## src/rtl/anc_tap_sequencer_if.sv

```systemverilog
// anc_tap_sequencer_if
//  Bundles the sample-in handshake and the tap-out stream of the ANC delay-path
//  sequencer.
//  Signals:
//   sample_in / sample_valid / sample_ready : one reference sample per handshake
//   tap_data / tap_idx / tap_valid / tap_last / tap_ready : tap stream to the LMS MAC
//  Modports:
//   master : the environment. It drives samples and consumes taps.
//   slave  : the sequencer itself.
interface anc_tap_sequencer_if #(
    parameter int DATA_W = 64,
    parameter int TAPS   = 16
);
    localparam int ADDR_W = $clog2(TAPS);

    logic [DATA_W-1:0] sample_in;
    logic              sample_valid;
    logic              sample_ready;
    logic [DATA_W-1:0] tap_data;
    logic [ADDR_W-1:0] tap_idx;
    logic              tap_valid;
    logic              tap_last;
    logic              tap_ready;

    modport master (
        output sample_in, sample_valid, tap_ready,
        input  sample_ready, tap_data, tap_idx, tap_valid, tap_last
    );

    modport slave (
        input  sample_in, sample_valid, tap_ready,
        output sample_ready, tap_data, tap_idx, tap_valid, tap_last
    );
endinterface

```

## src/rtl/anc_tap_sequencer.sv

```systemverilog
// anc_tap_sequencer
//  Delay-line controller for the ANC adaptive filter. TAPS reference samples are
//  kept in a circular buffer. Each accepted sample is streamed back out to the
//  LMS MAC as TAPS delayed taps x[n-k], newest first (k = 0 .. TAPS-1).
//  Ports:
//   clk  : system clock. All logic is on posedge.
//   rst  : synchronous, active-high reset.
//   bus  : anc_tap_sequencer_if.slave. Carries the sample handshake in and the
//          tap stream out.
//  Every output is registered. The stream holds stable while tap_ready is low.
module anc_tap_sequencer #(
    parameter int DATA_W = 64,
    parameter int TAPS   = 16
) (
    input  logic                   clk,
    input  logic                   rst,
    anc_tap_sequencer_if.slave     bus
);
    localparam int ADDR_W = $clog2(TAPS);
    localparam logic [ADDR_W-1:0] LAST_K = ADDR_W'(TAPS - 1);

    typedef enum logic {IDLE, STREAM} state_t;

    state_t            state_reg;
    logic [ADDR_W-1:0] np_reg;          // slot holding the newest sample
    logic [ADDR_W-1:0] k_reg;           // tap currently presented
    logic [DATA_W-1:0] tap_data_reg;
    logic              tap_valid_reg;
    logic              tap_last_reg;
    logic              sample_ready_reg;

    logic [ADDR_W-1:0] wr_ptr;
    logic [ADDR_W-1:0] k_next;
    logic [ADDR_W-1:0] rd_ptr;
    logic              accept;
    logic [DATA_W-1:0] entry_rd [TAPS];

    always_comb begin
        wr_ptr = np_reg + ADDR_W'(1);
        k_next = k_reg + ADDR_W'(1);
        // Both pointers wrap through ADDR_W-bit natural overflow.
        rd_ptr = np_reg - k_next;
        accept = (state_reg == IDLE) && bus.sample_valid;
    end

    // The buffer is built from registers, not RAM, because reset has to clear
    // every entry. Slots that were never written must read back as zero.
    genvar gi;
    generate
        for (gi = 0; gi < TAPS; gi++) begin : g_entry
            logic [DATA_W-1:0] entry_reg;

            always_ff @(posedge clk) begin
                if (rst) begin
                    entry_reg <= '0;
                end else if (accept && (wr_ptr == ADDR_W'(gi))) begin
                    entry_reg <= bus.sample_in;
                end
            end

            assign entry_rd[gi] = entry_reg;
        end
    endgenerate

    always_ff @(posedge clk) begin
        if (rst) begin
            state_reg        <= IDLE;
            np_reg           <= '0;
            k_reg            <= '0;
            tap_data_reg     <= '0;
            tap_valid_reg    <= 1'b0;
            tap_last_reg     <= 1'b0;
            sample_ready_reg <= 1'b1;
        end else begin
            case (state_reg)
                IDLE: begin
                    if (bus.sample_valid) begin
                        // Tap 0 is the sample being written on this edge. Take it
                        // straight from the input and skip the buffer.
                        np_reg           <= wr_ptr;
                        k_reg            <= '0;
                        tap_data_reg     <= bus.sample_in;
                        tap_valid_reg    <= 1'b1;
                        tap_last_reg     <= 1'b0;
                        sample_ready_reg <= 1'b0;
                        state_reg        <= STREAM;
                    end
                end
                STREAM: begin
                    if (bus.tap_ready) begin
                        if (k_reg == LAST_K) begin
                            state_reg        <= IDLE;
                            k_reg            <= '0;
                            tap_valid_reg    <= 1'b0;
                            tap_last_reg     <= 1'b0;
                            sample_ready_reg <= 1'b1;
                        end else begin
                            k_reg        <= k_next;
                            tap_data_reg <= entry_rd[rd_ptr];
                            tap_last_reg <= (k_next == LAST_K);
                        end
                    end
                end
                default: state_reg <= IDLE;
            endcase
        end
    end

    assign bus.tap_data     = tap_data_reg;
    assign bus.tap_idx      = k_reg;
    assign bus.tap_valid    = tap_valid_reg;
    assign bus.tap_last     = tap_last_reg;
    assign bus.sample_ready = sample_ready_reg;
endmodule

```

## src/flat_wrapper.sv

```systemverilog
// flat-port wrapper written by rule: the top's interface ports become plain ports
module anc_tap_sequencer_flat 
#(
    parameter int DATA_W = 64,
    parameter int TAPS   = 16
)
  (clk, rst, bus_sample_in, bus_sample_valid, bus_tap_ready, bus_sample_ready, bus_tap_data, bus_tap_idx, bus_tap_valid, bus_tap_last);
  anc_tap_sequencer_if #(.DATA_W(DATA_W), .TAPS(TAPS)) bus_i ();
  input  logic clk;
  input  logic rst;
  input wire logic [$bits(bus_i.sample_in)-1:0] bus_sample_in;
  input wire logic [$bits(bus_i.sample_valid)-1:0] bus_sample_valid;
  input wire logic [$bits(bus_i.tap_ready)-1:0] bus_tap_ready;
  output wire logic [$bits(bus_i.sample_ready)-1:0] bus_sample_ready;
  output wire logic [$bits(bus_i.tap_data)-1:0] bus_tap_data;
  output wire logic [$bits(bus_i.tap_idx)-1:0] bus_tap_idx;
  output wire logic [$bits(bus_i.tap_valid)-1:0] bus_tap_valid;
  output wire logic [$bits(bus_i.tap_last)-1:0] bus_tap_last;
  assign bus_i.sample_in = bus_sample_in;
  assign bus_i.sample_valid = bus_sample_valid;
  assign bus_i.tap_ready = bus_tap_ready;
  assign bus_sample_ready = bus_i.sample_ready;
  assign bus_tap_data = bus_i.tap_data;
  assign bus_tap_idx = bus_i.tap_idx;
  assign bus_tap_valid = bus_i.tap_valid;
  assign bus_tap_last = bus_i.tap_last;
  anc_tap_sequencer #(.DATA_W(DATA_W), .TAPS(TAPS)) u_core (.clk(clk), .rst(rst), .bus(bus_i));
endmodule
```

## config.mk

```make
export PLATFORM = sky130hd
export DESIGN_NAME = anc_tap_sequencer_flat
export DESIGN_NICKNAME = d
export VERILOG_FILES = /design/src/rtl/anc_tap_sequencer_if.sv /design/src/rtl/anc_tap_sequencer.sv /design/src/flat_wrapper.sv
export SDC_FILE = /design/constraint.sdc
export NUM_CORES = 2
export LEC_CHECK = 0
export CAP_MARGIN = 10
export CORE_MARGIN = 2
export CORE_UTILIZATION = 65
export DETAILED_ROUTE_END_ITERATION = 8
export GPL_TIMING_DRIVEN = 0
export PLACE_DENSITY = 0.79
export SYNTH_ARGS = -nofsm -noshare
export SYNTH_HDL_FRONTEND = slang
export SYNTH_SLANG_ARGS = --single-unit
```

## constraint.sdc

```tcl
create_clock -name clk -period 7.21 [get_ports clk]
set_clock_uncertainty 0.1 [all_clocks]
set_input_delay 1.442 -clock clk [delete_from_list [all_inputs] [get_ports clk]]
set_output_delay 1.442 -clock clk [all_outputs]
set_load 0.02 [all_outputs]
```

* Word-level counts from Yosys, hierarchy flattened *
Cells that the tools add are included.

storage, ports and cells
  output and inout bits = 71
  word-level logic and storage cells = 98
  register bits after elaboration = 1100
  input port bits = 68

cells by class
  bitwise operators = 2
  reductions and logical operators = 22
  eq/ne operators = 21
  $add $sub $neg = 3
  muxes and demuxes = 26
  magnitude comparators = 1

operators by type and width
  kind                 count
  $mux 64              5
  $bmux 64 s4          1
  $pmux 64 s2          1
  $eq 4x4->1 const B   10
  $logic_and 1x1->1    17
  $eq 4x3->1 const B   4
  $mux 4               3
  $mux 1               11
  $add 4x1->4 const B  2
  $eq 4x2->1 const B   2
  $ne 2x2->1 const B   4
  $pmux 1 s2           4
  $pmux 4 s2           1
  $reduce_and 3->1     2
  $ge 5x5->1 const B   1
  $not 4->5            1
  $eq 4x1->1 const B   1
  $logic_not 4->1      1
  $reduce_and 2->1     2
  $sub 4x4->4          1
  $not 1->1            1

* Depth between registers and ports, before layout *
  depth after elaboration = 9
  depth in mapped cells = 10
  mapped depth without buffers = 8

* Worst setup path after synthesis *
Ideal clock, no wire load.

  path kind = reg2reg
  start = reg u_core.k_reg[0] (netlist: u_core.bus.tap_idx[0])
  end = reg u_core.tap_data_reg[11] (netlist: u_core.bus.tap_data[11])
  clock period less this slack = 3012 ps
  library setup time = 116 ps
  arrival = 2795 ps
  setup slack = 4198 ps
  cell stages (with the launch flop) = 11
  path buffers = 2
  required time = 6994 ps
  path through = dfxtp_1 inv_1 ha_1 inv_1 fa_1 clkbuf_1 clkbuf_1 mux4_2 mux2i_1 nand4_1 o211a_1

on the way
  word-level cells in the longest chain between the ends = 9
  elaborated cells between the ends (all ways) = 12

ends and longest elaborated chain
  what                                         RTL line                 source
  start: declaration                           anc_tap_sequencer.sv:26  logic [ADDR_W-1:0] k_reg;
  start signal: assignment                     anc_tap_sequencer.sv:98  k_reg <= k_next;
  $add 4x1->4                                  anc_tap_sequencer.sv:40  k_next = k_reg + ADDR_W'(1);
  $sub 4x4->4                                  anc_tap_sequencer.sv:42  rd_ptr = np_reg - k_next;
  $not 4->5 (implied by the code)              anc_tap_sequencer.sv:99  tap_data_reg <= entry_rd[rd_ptr];
  $bmux 64 s4                                  anc_tap_sequencer.sv:99
  $mux 64 (implied by the code) (2 in series)  anc_tap_sequencer.sv:99
  $mux 64                                      anc_tap_sequencer.sv:91  if (k_reg == LAST_K) begin
  $mux 64                                      anc_tap_sequencer.sv:90  if (bus.tap_ready) begin
  $pmux 64 s2                                  anc_tap_sequencer.sv:75  case (state_reg)
  end signal: assignment                       anc_tap_sequencer.sv:82  tap_data_reg <= bus.sample_in;
  end signal: assignment                       anc_tap_sequencer.sv:99
  end: declaration                             anc_tap_sequencer.sv:27  logic [DATA_W-1:0] tap_data_reg;

Several ways; a longest one is shown, not always the timed one. The select of a mux whose other input is x is not followed.
A chain may end at the register's enable or synchronous reset.

* Final worst setup path *
  start = reg u_core.k_reg[0] (netlist: u_core.bus.tap_idx[0])
  end = reg u_core.tap_data_reg[15] (netlist: u_core.bus.tap_data[15])

Same word-level chain as after synthesis.

==> reports/results.tsv <==
metric	value	unit
status	complete, no violations	
# hold bufs at CTS	0	
buffer type at the clock tree root	sky130_fd_sc_hd__clkbuf_16	
number of storage elements in the synthesis netlist	1100	
HPWL after detailed placement	149000	µm
RSZ-0062 raised after global routing	no	
TNS Setup	0	ns
Maximum Capacitance Violations	0	
Cell Int Power	10.2	mW
total number of clock tree sinks	1100	
GRT Util Overall	0.505	
filler instances	6146	
largest incremental delay on the critical path	1.06	ns
number of enable flip-flop cells after synthesis	0	
Core Region	77300	µm²
library cell with the largest summed area after synthesis	sky130_fd_sc_hd__dfxtp_1	
most numerous cell types in the synthesized netlist	sky130_fd_sc_hd__dfxtp_1, sky130_fd_sc_hd__nand3_1, sky130_fd_sc_hd__a21oi_1	
share of total power in combinational logic	0.129	
global-route wire length before repair	307000	µm
type of the setup path with the least slack	reg -> reg	
async set-or-reset flop fraction in the synthesized netlist	0	
Final Instance Count excl. Fillers	7306	
P_leak	18.2	nW
Row Count	102	
Achievable Freq	217	MHz
post-synthesis cell count	5943	
Clock Latency Late Sink	0.71	ns
Critical Path Source Type	flop	
mean cell area of the mapped netlist	8.53	µm²
P_sw	4.03	mW
Peak VDD IR	0.000227	V
number of DRC violations after detailed-routing iteration 0	8558	
RR Startpoint	u_core.bus.tap_idx[0]$_SDFFE_PP0P_	
critical path data arrival time	5.10	ns
ordered list of cells on the worst path	inv_1, ha_1, inv_1, fa_1, clkbuf_1, clkbuf_1, mux4_2, mux2i_1, nand4_1, o211a_1	
R2R Setup Slk	2.61	ns
area added between synthesis and finish	12.0	%
wirelength, routed	211000	µm
number of nets in the layout	6219	
maximum number of pins on one net before global-route repair	16	
Sw Share	0.284	
total clock buffers created by CTS	113	
Die W	283	µm
Worst Hold End	u_core.g_entry[8].entry_reg[34]$_SDFFE_PP0P_	
area of the die	80200	µm²
# resized after CTS	0	
clock network fraction of design power	0.434	
via count	53080	
endpoint class of the critical path	flop	
Hold Path Depth	2	
area taken by multi-input logic gates	25200	µm²
Vias/cell	7.27	
number of antenna violations at the first check in global routing	20	
fin. max-slew vios	0	
Synth Flop Type	sky130_fd_sc_hd__dfxtp_1	
Worst Path Required	7.70	ns
number of buffer cells added on primary ports	73	
post-synth design cell area	50700	µm²
sequential share of power	0.437	
Initial Utilization	0.655	
Cell Count Post-Placement	7062	
number of flip-flops under the largest register name	1024	
buffer count from post-CTS setup fixing	0	
post-route fraction of the period consumed by the critical path	0.638	
Final Setup Violations	0	
maximum level of the CTS H-tree	3	
Hold Path Origin	u_core.g_entry[8].entry_reg[34]$_SDFFE_PP0P_	
Syn. warnings	0	
Crit Reg-Reg Endpoint	u_core.bus.tap_data[15]$_SDFFE_PP0P_	
total power divided by cell area	250	nW/µm²
routability congestion estimate	1.00	
slew at the pin with the worst max-slew slack	1.47	ns
area occupied by registers	22000	µm²
post-detailed-route DRC marker count	0	
clock period minus final worst setup slack	4.60	ns
clock tree buffer depth	3	
total gr overflow	0	
number of global-route vias before repair	49880	
worst slew margin relative to its limit	0.0185	
IO Pins	139	
clock transition at the registers of the reported paths	0.07	ns
fraction of final layout cells with drive strength greater than 1	0.107	
CTS tree	done	
cell types occupying the most area after synthesis	sky130_fd_sc_hd__dfxtp_1, sky130_fd_sc_hd__mux4_2, sky130_fd_sc_hd__nand3_1, sky130_fd_sc_hd__a21oi_1, sky130_fd_sc_hd__o21ai_0	
area fraction of the dominant cell type after synthesis	0.435	
crit-path max FO	10	
Avg WL per Cell	28.9	µm
Critical Path Slowest Stage Cell	sky130_fd_sc_hd__clkbuf_1	
DRT antenna net count	0	
net count of the mapped netlist	6022	
Yosys cell types	44	
class of the most critical hold timing path	reg -> reg	
proportion of synthesized chip area in sequential cells	0.435	
number of optimization iterations in the first detailed-route pass	8	
Vert. Die Dim	283	µm
worst reg-to-reg path cell count	10	
count leader, synth	sky130_fd_sc_hd__dfxtp_1	
count of final hold-check violations	0	
==> placed cells by master (no fill, tap or decap), types with 65 or more instances in the layout <==
master,count
sky130_fd_sc_hd__nand3_1,1093
sky130_fd_sc_hd__mux2i_1,65
sky130_fd_sc_hd__nor2_1,74
sky130_fd_sc_hd__o21ai_0,1001
sky130_fd_sc_hd__buf_2,194
sky130_fd_sc_hd__nor3_1,130
sky130_fd_sc_hd__mux4_2,256
sky130_fd_sc_hd__dfxtp_1,1100
sky130_fd_sc_hd__a21oi_1,1032
sky130_fd_sc_hd__clkdlybuf4s50_1,73
sky130_fd_sc_hd__clkbuf_1,582
sky130_fd_sc_hd__nand2_1,142
sky130_fd_sc_hd__clkbuf_16,113
==> metrics by stage <==
stage / hold slack, ns / power [mW] / utilization / area (µm²) / setup WS [ns]
after floorplan: 0.351 / 7.36 / - / 50700 / 4.20
after CTS: 0.365 / 14.0 / 0.732 / 56600 / 2.81
after global placement: 0.345 / 8.02 / 0.681 / 52700 / 2.18
final: 0.372 / 14.2 / 0.734 / 56700 / 2.61
after detailed placement: 0.354 / 8.04 / 0.683 / 52800 / 2.37
after global routing: 0.381 / 14.4 / 0.733 / 56700 / 2.54
==> final cells by class <==
type                    count  area share
diodes                     43     0.00190
clock buffers             148      0.0557
inverters                   6    0.000397
well taps                1040      0.0229
flip-flops and latches   1100       0.388
plain buffers             840      0.0610
multi-input cells        3997       0.444
clock inverters            50      0.0111
repair buffers             82      0.0154
==> critical path: cells and delay by family (launching register included) <==
kind | cells | cell delay (ns)
fa+ha+maj | 2 | 0.94
buf+inv | 4 | 2.01
compound gates | 1 | 0.18
mux | 2 | 0.65
flops | 1 | 0.45
simple gates | 1 | 0.14
==> logic make-up (layout without fill, tap and decap cells) <==
kind of cell / after synthesis / count (layout) / share of synthesized area
and+or+nand+nor: 1521 / 1521 / 0.147
AOI/OAI and AO/OA: 2136 / 2136 / 0.218
buffers and inverters: 846 / 1126 / 0.0687
adders and majority gates: 11 / 11 / 0.00286
xor gates and xnor gates: 8 / 8 / 0.00165
other: 0 / 43 / 0
muxes: 321 / 321 / 0.127
DFF: 1100 / 1100 / 0.435
==> power groups by stage <==
stage	sequential (mW)	combinational [mW]	clock, mW
detailed placement	6.34	1.71	0
floorplan	6.37	0.989	0
finish	6.21	1.83	6.17
CTS	6.20	1.71	6.06
global route	6.21	1.84	6.31
global placement	6.34	1.68	0
==> per-layer routing <==
layer,vias to the layer above,routed length (µm),GRT usage
li1,22114,-,-
met1,25226,71200,0.596
met2,4605,86200,0.710
met3,1113,35500,0.242
met4,22,17800,0.374
met5,-,476,0.0113
==> worst max path at each step <==
stage                                        from                                            to  slack [ns]  cells after the start
6_report       u_core.bus.tap_idx[0]$_SDFFE_PP0P_          u_core.bus.tap_data[15]$_SDFFE_PP0P_        2.61                     10
4_1_cts        u_core.bus.tap_idx[0]$_SDFFE_PP0P_          u_core.bus.tap_data[15]$_SDFFE_PP0P_        2.81                     10
2_1_floorplan  u_core.bus.tap_idx[0]$_SDFFE_PP0P_          u_core.bus.tap_data[11]$_SDFFE_PP0P_        4.20                     10
5_1_grt        u_core.bus.tap_idx[0]$_SDFFE_PP0P_          u_core.bus.tap_data[15]$_SDFFE_PP0P_        2.54                     10
3_5_place_dp                     bus_sample_valid          u_core.bus.tap_data[39]$_SDFFE_PP0P_        2.37                      8
3_3_place_gp                     bus_sample_valid  u_core.g_entry[0].entry_reg[16]$_SDFFE_PP0P_        2.18                      8
Note: power is estimated with default switching activity, not from simulation.
